### src/rtl/distance_window_alarm.sv
// Multi-channel distance window monitor: per-channel hysteresis and debounce feed a
// blink/hold alarm FSM that drives an indicator LED.
module distance_window_alarm #(
    parameter int WIDTH        = 8,
    parameter int N_CH         = 4,
    parameter int LIM_LO       = 10,
    parameter int LIM_HI       = 20,
    parameter int HYST         = 2,
    parameter int DEBOUNCE     = 4,
    parameter int BLINK_HALF   = 25000000,
    parameter int ALARM_CYCLES = 250000000
) (
    input  logic                   clk,
    input  logic                   rst,
    input  logic                   sample_valid,
    input  logic [N_CH*WIDTH-1:0]  distancia_cm,
    input  logic [N_CH-1:0]        ch_enable,
    input  logic                   ack,
    output logic [N_CH-1:0]        dentro_limite,
    output logic                   led,
    output logic                   alarm,
    output logic [1:0]             o_dbg_state
);

    localparam longint MAX_D  = (longint'(1) << WIDTH) - longint'(1);
    localparam longint LO_OUT = (LIM_LO > HYST) ? longint'(LIM_LO - HYST) : longint'(0);
    localparam longint HI_SUM = longint'(LIM_HI) + longint'(HYST);
    localparam longint HI_OUT = (HI_SUM > MAX_D) ? MAX_D : HI_SUM;

    localparam logic [WIDTH-1:0] LO_OUT_W = WIDTH'(LO_OUT);
    localparam logic [WIDTH-1:0] HI_OUT_W = WIDTH'(HI_OUT);
    localparam logic [WIDTH-1:0] LIM_LO_W = WIDTH'(LIM_LO);
    localparam logic [WIDTH-1:0] LIM_HI_W = WIDTH'(LIM_HI);

    localparam int CNT_W = (DEBOUNCE > 0) ? $clog2(DEBOUNCE + 1) : 1;
    localparam int TM_W  = (ALARM_CYCLES > 0) ? $clog2(ALARM_CYCLES + 1) : 1;
    localparam int PH_W  = (BLINK_HALF > 0) ? $clog2(BLINK_HALF + 1) : 1;

    localparam logic [CNT_W-1:0] CNT_LAST = CNT_W'(DEBOUNCE - 1);
    localparam logic [TM_W-1:0]  TM_LOAD  = TM_W'(ALARM_CYCLES);
    localparam logic [PH_W-1:0]  PH_LAST  = PH_W'(BLINK_HALF - 1);

    typedef enum logic [1:0] {
        S_IDLE  = 2'd0,
        S_BLINK = 2'd1,
        S_HOLD  = 2'd2
    } state_t;

    logic [N_CH-1:0] w_fall;
    logic            w_fall_any;
    logic            w_any_out;

    for (genvar k = 0; k < N_CH; k++) begin : g_ch
        logic [WIDTH-1:0] w_d;
        logic             w_differs;
        logic             r_in;
        logic             r_prev;
        logic [CNT_W-1:0] r_cnt;

        assign w_d = distancia_cm[k*WIDTH +: WIDTH];
        // The exit band is wider than the entry band, so a reading near an edge cannot chatter.
        assign w_differs = r_in ? ((w_d < LO_OUT_W) || (w_d > HI_OUT_W))
                                : ((w_d >= LIM_LO_W) && (w_d <= LIM_HI_W));

        always_ff @(posedge clk or posedge rst) begin
            if (rst) begin
                r_in   <= 1'b0;
                r_prev <= 1'b0;
                r_cnt  <= '0;
            end else begin
                r_prev <= r_in;
                if (sample_valid) begin
                    if (!w_differs) begin
                        r_cnt <= '0;
                    end else if (r_cnt == CNT_LAST) begin
                        r_in  <= ~r_in;
                        r_cnt <= '0;
                    end else begin
                        r_cnt <= r_cnt + CNT_W'(1);
                    end
                end
            end
        end

        assign dentro_limite[k] = r_in;
        assign w_fall[k]        = r_prev & ~r_in & ch_enable[k];
    end

    assign w_fall_any = |w_fall;
    assign w_any_out  = |(ch_enable & ~dentro_limite);

    state_t          r_state, w_state_nx;
    logic [TM_W-1:0] r_timer, w_timer_nx;
    logic [PH_W-1:0] r_phase, w_phase_nx;
    logic            r_led, w_led_nx;

    always_ff @(posedge clk or posedge rst) begin
        if (rst) begin
            r_state <= S_IDLE;
            r_timer <= '0;
            r_phase <= '0;
            r_led   <= 1'b0;
        end else begin
            r_state <= w_state_nx;
            r_timer <= w_timer_nx;
            r_phase <= w_phase_nx;
            r_led   <= w_led_nx;
        end
    end

    always_comb begin
        w_state_nx = r_state;
        w_timer_nx = r_timer;
        w_phase_nx = r_phase;
        w_led_nx   = r_led;
        case (r_state)
            S_IDLE: begin
                w_led_nx = 1'b0;
                if (w_fall_any) begin
                    w_state_nx = S_BLINK;
                    w_timer_nx = TM_LOAD;
                    w_phase_nx = '0;
                    w_led_nx   = 1'b1;
                end
            end
            S_BLINK: begin
                if (r_phase >= PH_LAST) begin
                    w_phase_nx = '0;
                    w_led_nx   = ~r_led;
                end else begin
                    w_phase_nx = r_phase + PH_W'(1);
                end
                // A fresh fall extends the alarm without restarting the blink phase.
                if (w_fall_any) begin
                    w_timer_nx = TM_LOAD;
                end else if (r_timer <= TM_W'(1)) begin
                    w_state_nx = w_any_out ? S_HOLD : S_IDLE;
                    w_timer_nx = '0;
                    w_phase_nx = '0;
                    w_led_nx   = w_any_out;
                end else begin
                    w_timer_nx = r_timer - TM_W'(1);
                end
            end
            S_HOLD: begin
                w_led_nx = 1'b1;
                if (w_fall_any) begin
                    w_state_nx = S_BLINK;
                    w_timer_nx = TM_LOAD;
                    w_phase_nx = '0;
                end else if (ack || !w_any_out) begin
                    w_state_nx = S_IDLE;
                    w_led_nx   = 1'b0;
                end
            end
            default: begin
                w_state_nx = S_IDLE;
                w_timer_nx = '0;
                w_phase_nx = '0;
                w_led_nx   = 1'b0;
            end
        endcase
    end

    assign led         = r_led;
    assign alarm       = (r_state != S_IDLE);
    assign o_dbg_state = r_state;

endmodule
### config.mk
export PLATFORM = sky130hd
export DESIGN_NAME = distance_window_alarm
export DESIGN_NICKNAME = d
export VERILOG_FILES = /design/src/rtl/distance_window_alarm.sv
export SDC_FILE = /design/constraint.sdc
export NUM_CORES = 1
export LEC_CHECK = 0
export ABC_AREA = 0
export CAP_MARGIN = 0
export CORE_ASPECT_RATIO = 1.5
export CORE_UTILIZATION = 51
export DETAILED_ROUTE_END_ITERATION = 7
export HOLD_SLACK_MARGIN = 0.02
export MAX_ROUTING_LAYER = met4
export PLACE_DENSITY = 0.76
export SETUP_SLACK_MARGIN = 0.1
export SLEW_MARGIN = 20
export SYNTH_ARGS = -nofsm -noshare
export SYNTH_HDL_FRONTEND = slang
export SYNTH_SLANG_ARGS = --single-unit
### constraint.sdc
create_clock -name clk -period 2.22 [get_ports clk]
set_input_delay 0.333 -clock clk [delete_from_list [all_inputs] [get_ports clk]]
set_output_delay 0.333 -clock clk [all_outputs]
set_load 0.02 [all_outputs]
==> impl_metrics.tcl <==
set metrics [dict create \
    synth_nets 542 \
    r2r-end "r_timer[13]" \
    max-cap-violations 0 \
    synth-edff-count 0 \
    antenna_cells 0 \
    wl_mm 14.1 \
    internal_power_mw 3.40 \
    critical-path-top-delay-family "simple AND/OR/NAND/NOR gates" \
    skew_ps 5.36 \
    power_switching_mw 1.49 \
    crit_arrival_ps 2640 \
    antenna_left 0 \
    clkPwrFrac_pct 35.5 \
    die_w_um 78.2 \
    tritoncts "done" \
    power.density_nw_per_um2 759 \
    fin_nets 663 \
    p_leak_nw 2.71 \
    dr.pass1.iters 5 \
    die_area_um2 9100 \
    cp_max_fo 5 \
    end_kind "flop" \
    netlist_area_um2 4450 \
    r2r.worst_path.cells 9 \
    dp_hpwl_mm 8.79 \
    r2r_slack_ps -180 \
    instances_no_fill 728 \
    routed-via-count 4624 \
    die_height_um 116 \
    io_pins 48 \
    slew_headroom_pct 61.0 \
    vdd_drop_max_mv 0.551 \
    fin_crit_ps 2400 \
    cp.required_ps 2450 \
    hold_path.class "in -> async" \
    design.core.area_um2 8410 \
    cts_buffer_depth 2 \
    clkLatencyLatePin_ps 340 \
    final.setup.worst_slack_ps -185 \
    drive_above_1_share_pct 29.0 \
    ys.flop_type "dfrtp_1" \
    area_delta_synth_final_pct 45.1 \
    grt_overflow_total 0 \
    slowest_delay_ps 590 \
    stdcell_area_um2 6450 \
    portBuffers 47 \
    final_cell_mix "dfrtp_1 (76), buf_4 (64), clkdlybuf4s50_1 (47)" \
    cpMostUsedCell "buf_6" \
    wl_per_cell_um 19.4 \
    vias_per_cell 6.35 \
    htreeDepth 3 \
    clk_pin_slew_ps 60 \
    hold_violations 0 \
    cts_buffers 9 \
    critPathKind "reg -> reg" \
    grt_pass1_wl_mm 20.9 \
    dpl.cell_count 691 \
    rsz0062_at_grt "true" \
    seqPwrFrac_pct 36.1 \
    cp-start-kind "flop" \
    violations "setup timing" \
    cp.depth 9 \
    gr-usage-all-layers_pct 30.6 \
    placed_cell_area_um2 5490 \
    period_share_pct 108 \
    initial_core_util_pct 52.8 \
    drc 0 \
    critical_path.cell_chain "nor4_2 > nand2_1 > and4b_2 > buf_6 > buf_6 > buf_6 > a21o_1 > a31oi_1 > a31o_2" \
    slew_viol_final 0 \
    place_congestion 0.881 \
    grt_max_degree 34 \
    grt_pass1_vias 4549 \
    ys_seq_area_share_pct 42.8 \
    p_sw_share_pct 30.5 \
    cp-endpoint "r_timer[13]" \
    finish.utilization_pct 76.7 \
    crit_start "r_timer[9]" \
    async_flop_share_pct 100 \
    setup_viol 50 \
    antenna_found_initial 0 \
    combPwrFrac_pct 28.4 \
    crit_buf_inv 3 \
    rows 41 \
    synth.avg_cell_area_um2 8.98 \
    netlist_instances 495 \
    cpMaxStageDelayCell "nor4_2" \
    setup_tns_ps -5310 \
    cts_sinks 76 \
    cts-root-buf "clkbuf_16" \
    outcome "finished, violations left" \
    initialDrtViolationCount 362 \
    final_common_cell "dfrtp_1" \
    yosys_register_bits 76 \
    synth_cell_types 64 \
    fmax_mhz 416 \
    reg2reg_from "r_timer[9]" \
    yosys_warnings 0 \
    tightest_slew_ps 580 \
]
timing repair:
item | 4_1_cts | 5_1_grt
hold buffers | 0 | 0
gates cloned | 3 | 2
pin swaps | 23 | 35
resized for setup | 32 | 71
buffers inserted | 10 | 6
setup endpoints to repair | 48 | 53
cell families (layout without fill, tap and decap cells):
family	Yosys count	after routing	synth area share (%)
AOI/OAI and AO/OA	122	123	19.1
xor gates and xnor gates	18	18	3.55
adders and majority gates	7	7	1.97
buffers and inverters	39	163	3.94
DFF	76	76	42.8
muxes	5	5	1.21
and+or+nand+nor	228	229	27.4
per-stage QoR:
| stage | power, mW | setup WS (ps) | hold WS (ps) |
|---|---|---|---|
| after detailed placement | 2.95 | -177 | 465 |
| after global placement | 2.89 | -116 | 462 |
| after floorplan | 2.44 | -46.2 | 431 |
| final | 4.90 | -185 | 404 |
| after global routing | 5.11 | -475 | 440 |
| after CTS | 4.72 | -122 | 422 |
flip-flops by register name (all words and copies together), names as in the netlist:
name and cells:
g_ch.r_cnt 12, r_timer 28, g_ch.r_prev 4, g_ch.r_in 4, led 1, r_phase 25, o_dbg_state 2
worst reg2reg max path: cells and delay by family (launching register included):
kind,cells,cell delay (ps)
simple gates,3,1090
flops,1,480
compound gates,3,410
buf+inv,3,320
cell type report:
type / instances / area [um2]
repair buffers: 134 / 1290
inverters: 13 / 52.6
fillers: 559 / 1960
clock buffers: 10 / 239
well taps: 107 / 134
multi-input cells: 382 / 2720
flip-flops and latches: 76 / 1900
clock inverters: 6 / 111
metal layers:
layer  GRT usage (%)  part of all wire [%]
met1            31.1                    36
met2            55.6                    54
met3            4.61                   5.8
met4            17.9                   4.5
met5               -                     0
power groups by stage:
stage | clock [mW] | sequential [mW] | combinational (mW)
floorplan | 0 | 1.75 | 0.692
global placement | 0 | 1.76 | 1.13
detailed placement | 0 | 1.77 | 1.17
CTS | 1.74 | 1.76 | 1.23
global route | 1.81 | 1.79 | 1.52
finish | 1.74 | 1.77 | 1.39
Yosys cell counts, types with 2 or more instances:
cell	number	share of area, %
dfrtp_1	76	43
nand2_1	48	4.1
nor2_1	41	3.5
o21ai_0	33	3.7
nand3_1	28	3.2
nand4_1	17	2.4
a21oi_1	16	1.8
clkbuf_1	15	1.3
nor3_1	15	1.7
inv_1	13	1.1
nand2b_1	11	1.5
and2_1	10	1.4
and3_1	10	1.4
xor2_1	10	2.0
o311ai_0	9	1.8
a31oi_1	8	1.1
nand3b_1	8	1.4
nor2b_1	8	1.1
xnor2_1	8	1.6
ha_1	7	2.0
nor4_1	7	0.99
o31ai_1	6	1.0
a31o_2	5	0.99
a41oi_1	5	0.99
buf_2	5	0.56
o22ai_1	5	0.70
o2bb2ai_1	5	0.99
a21o_1	4	0.68
buf_4	4	0.68
or4_1	4	0.68
a22o_1	3	0.59
a22oi_1	3	0.51
and4_1	3	0.59
mux2_2	3	0.76
o21a_1	3	0.51
or2_2	3	0.42
or3_1	3	0.42
a221o_1	2	0.45
a32o_1	2	0.45
and4b_1	2	0.45
mux2i_1	2	0.45
nor3b_1	2	0.34
o2111ai_1	2	0.39
worst min-delay path by stage:
| stage | from | end | cells after the start |
|---|---|---|---|
| 3_5_place_dp | g_ch[3].r_cnt[2] | g_ch[3].r_cnt[2] | 1 |
| 5_1_grt | rst | r_timer[4] | 2 |
| 4_1_cts | rst | r_timer[4] | 2 |
| 3_3_place_gp | g_ch[3].r_cnt[2] | g_ch[3].r_cnt[2] | 1 |
| 2_1_floorplan | g_ch[3].r_in | g_ch[3].r_prev | 0 |
| 6_report | rst | g_ch[2].r_prev | 2 |
No activity file was read; power rests on OpenSTA's default activity.
==> patch (config.mk and constraints unchanged) <==
Reset style: synchronous (`rst`), changed in 2 clocked blocks.
--- a/src/rtl/distance_window_alarm.sv
+++ b/src/rtl/distance_window_alarm.sv
@@ -62,7 +62,7 @@
         assign w_differs = r_in ? ((w_d < LO_OUT_W) || (w_d > HI_OUT_W))
                                 : ((w_d >= LIM_LO_W) && (w_d <= LIM_HI_W));
 
-        always_ff @(posedge clk or posedge rst) begin
+        always_ff @(posedge clk) begin
             if (rst) begin
                 r_in   <= 1'b0;
                 r_prev <= 1'b0;
@@ -94,7 +94,7 @@
     logic [PH_W-1:0] r_phase, w_phase_nx;
     logic            r_led, w_led_nx;
 
-    always_ff @(posedge clk or posedge rst) begin
+    always_ff @(posedge clk) begin
         if (rst) begin
             r_state <= S_IDLE;
             r_timer <= '0;
Check against the original RTL: not equivalent (Yosys sat finds a counterexample within 10 cycles, from zero or initial values and one cycle with rst high; the reset may be asserted at any time).
==> patch against the original RTL <==
The run still ends with negative setup slack left. Setup slack better by 110 ps. Die area down 2.8%. Critical path depth decreased by 1. Sequential cell count stayed put. Area after synthesis shrank 2.8%. Design area down 11%. Wire length shrank 16%. Non-clock buffer count fell by 36. Synthesized cell count is 9.3% higher. Utilization decreased by 6.0 points. Critical endpoint is now r_phase[9]. Critical path type unchanged.
Power is not compared: it rests on default switching activity, and its combinational part moved more than twofold at a synthesized area within 25%.
==> patch: results (changes against the original RTL) <==
Synthesis:
- Ranked by total cell area, the synthesized netlist is headed by sky130_fd_sc_hd__dfxtp_1, sky130_fd_sc_hd__a21oi_1, sky130_fd_sc_hd__nor3_1.
- The dominant register cell in the synthesized netlist is sky130_fd_sc_hd__dfxtp_1.
- The distinct cell type count after synthesis was 61 (-4.7%).
- The commonest cells after synthesis are sky130_fd_sc_hd__dfxtp_1, sky130_fd_sc_hd__nor2_1, sky130_fd_sc_hd__a21oi_1, sky130_fd_sc_hd__nand2_1, sky130_fd_sc_hd__nor3_1.

Routing:
- The via count normalized by instance count came to 6.16 (-3.0%).
- The total length of routed met2 wires came to 6110 um (-20%).
- The number of DRC markers after the initial detailed-route iteration is 356 (-1.7%).
- The total routed wirelength is 11800 um (-16%).

Placed design:
- The placement-stage cell area is 5120 sq um (-6.8%).
- The number of cells after detailed placement is 707 (+2.3%).
- The routability-driven placement congestion ratio is 0.921 (+4.6%).
- The post-placement setup slack is -135 ps (+41.9 ps).
- The detailed placer's ending HPWL is 7620 um (-13%).

STA:
- The post-layout worst setup margin is -77.4 ps (+108 ps).
- The transition time at the pin with the least slew margin came to 656 ps (+75.6 ps).
- The setup-violating endpoint count in the final report came to 43 (-14%).

Cells and area:
- The count of fill cells added during filler insertion came to 652 (+17%).
- The share of layout cells above drive strength 1 came to 20.6% (-8.3 points).
- The final-stage net count is 667 (+0.60%).

Clock network:
- The post-cts resize count is 31 (-3.1%).

Setup path:
- The worst-path maximum fanout is 7 (+2).
- The largest individual stage delay along the critical path comes from the cell sky130_fd_sc_hd__or4_4.
- The arrival time at the worst endpoint came to 2500 ps (-140 ps).

Run status:
- The run finished, with violations left.
- The checks that failed: negative setup slack.

Global routing:
- The combined global-route utilization of all metal layers is 27.3% (-3.4 points).
- The global-route wire length before repair came to 18800 um (-9.9%).
-- patch: cell count changes after synthesis, moves of 10 or more --
cell                      before  now
sky130_fd_sc_hd__dfrtp_1      76    0
sky130_fd_sc_hd__dfxtp_1       0   76
sky130_fd_sc_hd__a21oi_1      16   38
sky130_fd_sc_hd__nor3_1       15   36
sky130_fd_sc_hd__o21ai_1       1   16
sky130_fd_sc_hd__nand2_1      48   38
-- patch: path summary, 6_finish.rpt --
check,end,slack (ps),cells after the start
worst max-delay path,r_phase[9],-80,8
worst min-delay path,r_timer[25],440,4
worst max register to register,r_phase[9],-80,8
worst min register to register,g_ch[1].r_cnt[2],440,1
-- patch: kinds of logic after synthesis --
logic type	after synthesis	share of synthesized area, %
flip-flops	76	35.2
multiplexers	4	1.01
adder cells (fa/ha/maj)	7	2.03
buffers and inverters	45	5.56
XOR/XNOR	15	3.04
AND/OR/NAND/NOR	258	32.9
AO/OA/AOI/OAI	136	20.2
-- patch: final cells by class --
cell class | count | area (sq um) | share of cell area (%)
Clock buffer | 12 | 246 | 4.30
Sequential cell | 76 | 1520 | 26.6
Multi-Input combinational cell | 421 | 2770 | 48.4
Inverter | 14 | 57.6 | 1.00
Clock inverter | 4 | 72.6 | 1.27
Timing Repair Buffer | 98 | 926 | 16.2
Tap cell | 105 | 131 | 2.29
-- patch: metal layers --
layer / global-route usage [%] / up-vias
li1: - / 2164
met1: 29.2 / 2121
met2: 47.2 / 158
met3: 4.46 / 53
met4: 15.8 / 0
met5: - / -
-- patch: power by group through the flow --
stage	registers (mW)	clock network [mW]	logic, mW
after floorplan	1.40	0	0.0602
after global placement	1.40	0	0.150
after detailed placement	1.40	0	0.153
after CTS	1.37	1.58	0.155
after global routing	1.36	1.65	0.175
final	1.37	1.57	0.161
